### src/rtl/seq_addsub.sv
// Multi-cycle adder/subtractor: one CHUNK-bit ripple slice reused over N = WIDTH/CHUNK
// cycles, with the inter-chunk carry held in a register and valid/ready on both sides.

module seq_addsub_slice #(
  parameter int CHUNK = 4
) (
  input  logic [CHUNK-1:0] a,
  input  logic [CHUNK-1:0] b,
  input  logic             ci,
  output logic [CHUNK-1:0] s,
  output logic             co
);
  logic [CHUNK:0] c;

  assign c[0] = ci;
  for (genvar i = 0; i < CHUNK; i++) begin : g_fa
    assign s[i]   = a[i] ^ b[i] ^ c[i];
    assign c[i+1] = (a[i] & b[i]) | (c[i] & (a[i] ^ b[i]));
  end
  assign co = c[CHUNK];
endmodule

module seq_addsub #(
  parameter int WIDTH = 16,
  parameter int CHUNK = 4
) (
  input  logic             clk,
  input  logic             rst,
  input  logic             in_valid,
  output logic             in_ready,
  input  logic [WIDTH-1:0] a,
  input  logic [WIDTH-1:0] b,
  input  logic             c_in,
  input  logic             sub,
  output logic             out_valid,
  input  logic             out_ready,
  output logic [WIDTH-1:0] sum,
  output logic             c_out,
  output logic             ovf
);
  localparam int N  = WIDTH / CHUNK;
  localparam int CW = (N > 1) ? $clog2(N) : 1;

  typedef enum logic [1:0] {IDLE, RUN, HOLD} state_e;

  state_e           state_q, state_d;
  logic [CW-1:0]    cnt_q, cnt_d;
  logic             carry_q, carry_d;
  logic [WIDTH-1:0] a_q, a_d, b_q, b_d, res_q, res_d, sum_q, sum_d;
  logic             c_out_q, c_out_d, ovf_q, ovf_d;

  logic [CHUNK-1:0] slice_a, slice_b, slice_s;
  logic             slice_co;
  logic [WIDTH-1:0] res_next;

  assign slice_a = a_q[int'(cnt_q)*CHUNK +: CHUNK];
  assign slice_b = b_q[int'(cnt_q)*CHUNK +: CHUNK];

  seq_addsub_slice #(.CHUNK(CHUNK)) u_slice (
    .a  (slice_a),
    .b  (slice_b),
    .ci (carry_q),
    .s  (slice_s),
    .co (slice_co)
  );

  // Partial result with the current chunk merged in; on the last chunk this is the final sum.
  always_comb begin
    res_next = res_q;
    res_next[int'(cnt_q)*CHUNK +: CHUNK] = slice_s;
  end

  always_comb begin
    state_d = state_q;
    cnt_d   = cnt_q;
    carry_d = carry_q;
    a_d     = a_q;
    b_d     = b_q;
    res_d   = res_q;
    sum_d   = sum_q;
    c_out_d = c_out_q;
    ovf_d   = ovf_q;
    case (state_q)
      IDLE: begin
        if (in_valid) begin
          a_d     = a;
          b_d     = sub ? ~b : b;
          carry_d = sub ? 1'b1 : c_in;
          cnt_d   = '0;
          res_d   = '0;
          state_d = RUN;
        end
      end
      RUN: begin
        res_d   = res_next;
        carry_d = slice_co;
        cnt_d   = cnt_q + 1'b1;
        if (cnt_q == CW'(N-1)) begin
          state_d = HOLD;
          sum_d   = res_next;
          c_out_d = slice_co;
          ovf_d   = (a_q[WIDTH-1] == b_q[WIDTH-1]) && (res_next[WIDTH-1] != a_q[WIDTH-1]);
        end
      end
      HOLD: begin
        if (out_ready) state_d = IDLE;
      end
      default: state_d = IDLE;
    endcase
  end

  always_ff @(posedge clk) begin
    if (rst) begin
      state_q <= IDLE;
      cnt_q   <= '0;
      carry_q <= 1'b0;
      a_q     <= '0;
      b_q     <= '0;
      res_q   <= '0;
      sum_q   <= '0;
      c_out_q <= 1'b0;
      ovf_q   <= 1'b0;
    end else begin
      state_q <= state_d;
      cnt_q   <= cnt_d;
      carry_q <= carry_d;
      a_q     <= a_d;
      b_q     <= b_d;
      res_q   <= res_d;
      sum_q   <= sum_d;
      c_out_q <= c_out_d;
      ovf_q   <= ovf_d;
    end
  end

  assign in_ready  = (state_q == IDLE);
  assign out_valid = (state_q == HOLD);
  assign sum       = sum_q;
  assign c_out     = c_out_q;
  assign ovf       = ovf_q;
endmodule

### config.mk
export PLATFORM = sky130hd
export DESIGN_NAME = seq_addsub
export DESIGN_NICKNAME = d
export VERILOG_FILES = /design/src/rtl/seq_addsub.sv
export SDC_FILE = /design/constraint.sdc
export NUM_CORES = 1
export LEC_CHECK = 0
export ABC_AREA = 1
export BUFFER_PORTS_ARGS = -buffer_cell sky130_fd_sc_hd__buf_2
export CELL_PAD_IN_SITES_DETAIL_PLACEMENT = 0
export CELL_PAD_IN_SITES_GLOBAL_PLACEMENT = 2
export CORE_MARGIN = 2
export CORE_UTILIZATION = 34
export CTS_CLUSTER_DIAMETER = 80
export DETAILED_ROUTE_END_ITERATION = 7
export GPL_TIMING_DRIVEN = 0
export PLACE_DENSITY_LB_ADDON = 0.1
export SLEW_MARGIN = 15
export SYNTH_ARGS = -nofsm -noshare
export SYNTH_HDL_FRONTEND = slang
export SYNTH_SLANG_ARGS = --single-unit
### constraint.sdc
create_clock -name clk -period 7.8 [get_ports clk]
set_clock_uncertainty 0.1 [all_clocks]
set_input_delay 0.78 -clock clk [delete_from_list [all_inputs] [get_ports clk]]
set_output_delay 0.78 -clock clk [all_outputs]
set_load 0.01 [all_outputs]
==> results.txt <==
For hold timing, the worst endpoint is b_q[2]. The biggest fanout along the worst timing path came out at 12. The total congestion overflow after global routing came out at 0.

The number of instances in the placed design came out at approximately 640. After detailed routing, the average wire length per cell comes to approximately 14 um. In the final layout, the share of cells above drive strength 1 is 18.03%. After synthesis, flip-flops and latches occupy 41.52% of the total area. On the critical path, the stage with the largest delay is an instance of sky130_fd_sc_hd__clkbuf_1. In this run, synthesis produced a sequential element count of between 70 and 80. After synthesis, the cell types taking the most area are sky130_fd_sc_hd__dfxtp_1, sky130_fd_sc_hd__nand2_1, sky130_fd_sc_hd__o21ai_0, sky130_fd_sc_hd__nor2_1, sky130_fd_sc_hd__inv_1. The number of enable flip-flop cells after synthesis came out at 0. Summed over its instances, the top area cell type makes up about two fifths of the synthesized netlist area. The estimated wirelength of the detail-placed design came out at about 6600 um. The startpoint identified for the worst hold timing path is b_q[2]. The area growth from synthesis to layout came out at 18.57%. In the synthesized netlist the async set-or-reset flop fraction comes to 0%. The highest clock rate is 0.2693 GHz. Counting the buffers created by CTS gives 9. Before antenna repair, the detailed router went through 4 iterations.

The initial core utilization came out at 35.02%. Summed over all instances, the cell type with the most area after synthesis is sky130_fd_sc_hd__dfxtp_1. The CTS tree is done. The final cell count without fillers is between 600 and 700. The tightest slew margin relative to the limit is 57.29%. The worst path required time is 7970 ps. The total of hold buffers inserted after clock tree synthesis came out at 0.

STA classifies the critical path startpoint as a flop. Entering global routing, the biggest net connects 13 pins. Of the total power, the clock network draws between 30% and 40%.

The cell sitting at the root of the clock tree is a sky130_fd_sc_hd__clkbuf_8. The final setup violation count came out at 0. The sum of negative setup slack is 0 ps. The critical path goes through inv_1, clkbuf_1, a21oi_1, a32o_1, fa_1, inv_1, fa_1, inv_1, fa_1, inv_1, fa_1, nand3_1, o21bai_1, nand2_1, nand2_1, a21oi_1. The clock latency reported for the late side of the worst-skew pair is 350 ps. The number of global-route vias before repair is 2851. The count of unresolved DRC violations after routing came out at 0.

The cell-internal power is 0.0005822 W. The detailed-route vias per instance is roughly 4.6. Counting every instance in the synthesized netlist gives 455. The Yosys warning count is 0. The total number of vias came out at 3065.

The net switching share of the total power is 29.67%. The reg2reg setup slack is 4090 ps. The tightest hold path in the finished design has a slack of 354.8 ps. Sorting the synthesized cells by how often they occur yields sky130_fd_sc_hd__nand2_1, sky130_fd_sc_hd__dfxtp_1, sky130_fd_sc_hd__nor2_1.

The initial antenna violation count is 0. The worst setup path is captured at a flop. The number of levels the H-tree was split into is 3. The switching power summed over all nets came out at between 0.0002 and 0.00025 W. The worst setup timing slack at the placement stage is 4076 ps. The tree built by TritonCTS fans out to 71 sinks.

The min-delay analysis places its worst path in the category flop to flop. The first global-routing pass estimated 14510 um of wire. The standard-cell row count came out at 36. The die area is around 0.011 mm^2.

The overall die height is 104.3 um. The cell depth of the worst hold path came out at 2. The count of cell types in the netlist is 29. The number of hold violations in the final report is 0. The core area is slightly below 0.01 mm^2. The port buffer count came out at 56.

In this run the deepest clock path goes through 2 buffers. Setup repair after global routing left no endpoint under its margin. The setup path with the least slack is of type flop to flop. The final wirelength came out at 9036 um. The biggest cell delay along the critical path is 500 ps. The share of total power in sequential cells is 47.2%.

Routability-driven placement finished with a final weighted congestion of 0.7336. The total global routing track utilization came out at 16.94%. The endpoint identified for the worst register-to-register timing path is ovf.

The count of cells along the worst register-to-register path came out at 16. The final antenna-violating net count came out at 0. Pin placement for this block handled 58 I/O pins. The overall die width came out at 104.3 um.

The net total in the final layout came out at 570. In this run the mean area of a mapped cell was approximately 7.5 um^2. The count of instances resized after the clock tree is built is 0. Yosys instantiated no cell more often than sky130_fd_sc_hd__nand2_1. The number of max-cap violations came out at 0. The count of routing violations after the opening detailed-route iteration came out at 91. VDD sags by at most between 0.08 and 0.09 mV. The most used flip-flop cell after synthesis is sky130_fd_sc_hd__dfxtp_1. Dividing total power by cell area gives a power density of approximately 200 mW/mm^2. In this run, the combinational gates consume 17.6% of the power. Setup slack closes at 4087 ps.

The repair_antennas step left the layout with diodes totalling 0. The area of the mapped netlist came out at approximately 0.0034 mm^2. After clock tree synthesis, the clock-pin slew on the worst setup and hold paths is roughly 80 ps. At the worst endpoint, the arrival time is 3890 ps. The run finished with clean final reports. The count of final max-slew check failures is 0. The share of the clock period used by the worst path after layout came out at 47.61%. The number of setup buffers added after CTS is 0.

The post-route minimum period came out at 3713 ps. The net count after synthesis came out at between 500 and 600. The startpoint identified for the worst register-to-register timing path is cnt_q[1].

At the pin with the least slew margin, the transition time is 640.6 ps. The leakage power figure came out at 1.844 nW.
## power groups by stage
stage                     Combinational (W)  Sequential [W]  Clock, W
after global placement             0.000146        0.000400         0
after CTS                          0.000148        0.000391  0.000300
after floorplan                    0.000101        0.000396         0
after global routing               0.000165        0.000394  0.000315
final                              0.000145        0.000391  0.000291
after detailed placement           0.000147        0.000400         0
## how the worst max path moves through the flow
stage | slack (ps) | end | cells past startpoint | start
CTS | 4060 | ovf | 16 | cnt_q[0]
global route | 3830 | ovf | 16 | cnt_q[0]
global placement | 4100 | ovf | 16 | cnt_q[0]
floorplan | 4670 | sum[15] | 15 | cnt_q[0]
detailed placement | 4080 | ovf | 16 | cnt_q[0]
finish | 4090 | ovf | 16 | cnt_q[1]
## critical path: cells and delay by family (launching register included)
family / cells / cell delay, ps
flip-flops: 1 / 450
adder cells (fa/ha/maj): 4 / 1350
AO/OA/AOI/OAI: 4 / 610
AND/OR/NAND/NOR: 3 / 310
buffers and inverters: 5 / 820
## flip-flops by register name, indices dropped and copies added (netlist names)
| name | flops |
|---|---|
| sum | 16 |
| state_q | 2 |
| c_out | 1 |
| cnt_q | 2 |
| a_q | 16 |
| res_q | 16 |
| b_q | 16 |
| carry_q | 1 |
| ovf | 1 |
## through the flow
step / area (um^2) / power (W) / utilization (%)
2_1_floorplan: 3423 / 0.0004972 / -
3_3_place_gp: 3870 / 0.0005461 / 39.59
3_5_place_dp: 3870 / 0.0005474 / 39.59
4_1_cts: 4059 / 0.0008394 / 41.53
5_1_grt: 4059 / 0.0008735 / 41.53
6_report: 4059 / 0.0008278 / 41.53
## layer usage
metal / global-route usage [%] / vias up / part of all wire (%)
met5: 0 / - / 0
met4: 3.764 / 0 / 0.85
met3: 3.383 / 9 / 3.9
met2: 29.79 / 60 / 49
met1: 21.32 / 1390 / 46
li1: - / 1606 / -
## cell usage in the layout (no fill, tap or decap)
cell and n:
sky130_fd_sc_hd__a211oi_1 11, sky130_fd_sc_hd__a21oi_1 34, sky130_fd_sc_hd__a32o_1 2, sky130_fd_sc_hd__buf_1 1, sky130_fd_sc_hd__buf_2 63, sky130_fd_sc_hd__buf_4 3
sky130_fd_sc_hd__buf_6 7, sky130_fd_sc_hd__buf_8 1, sky130_fd_sc_hd__bufinv_16 1, sky130_fd_sc_hd__clkbuf_1 8, sky130_fd_sc_hd__clkbuf_2 1, sky130_fd_sc_hd__clkbuf_8 9
sky130_fd_sc_hd__clkinv_2 3, sky130_fd_sc_hd__clkinv_4 1, sky130_fd_sc_hd__clkinvlp_4 1, sky130_fd_sc_hd__dfxtp_1 71, sky130_fd_sc_hd__fa_1 4, sky130_fd_sc_hd__ha_1 6
sky130_fd_sc_hd__inv_1 47, sky130_fd_sc_hd__inv_2 2, sky130_fd_sc_hd__nand2_1 80, sky130_fd_sc_hd__nand2_2 1, sky130_fd_sc_hd__nand3_1 9, sky130_fd_sc_hd__nand4_1 3
sky130_fd_sc_hd__nor2_1 60, sky130_fd_sc_hd__nor2_2 2, sky130_fd_sc_hd__o211ai_1 1, sky130_fd_sc_hd__o21a_1 16, sky130_fd_sc_hd__o21ai_0 51, sky130_fd_sc_hd__o21ai_1 3
sky130_fd_sc_hd__o21bai_1 1, sky130_fd_sc_hd__o22ai_1 8, sky130_fd_sc_hd__xnor2_1 11, sky130_fd_sc_hd__xor2_1 5
## cell type report
cell class | count | area, um^2
inverters | 49 | 183.9
flip-flops and latches | 71 | 1421
plain buffers | 27 | 186.4
clock buffers | 10 | 127.6
multi-input cells | 308 | 1632
clock inverters | 6 | 61.31
well taps | 133 | 166.4
fillers | 1069 | 5715
repair buffers | 56 | 280.3
## kinds of logic after synthesis
family / share of synthesized area [%]
compound gates: 21.27
xor+xnor: 4.093
fa+ha+maj: 4.532
buf+inv: 10.82
flops: 41.52
simple gates: 17.76
No activity file was read; power rests on OpenSTA's default activity.
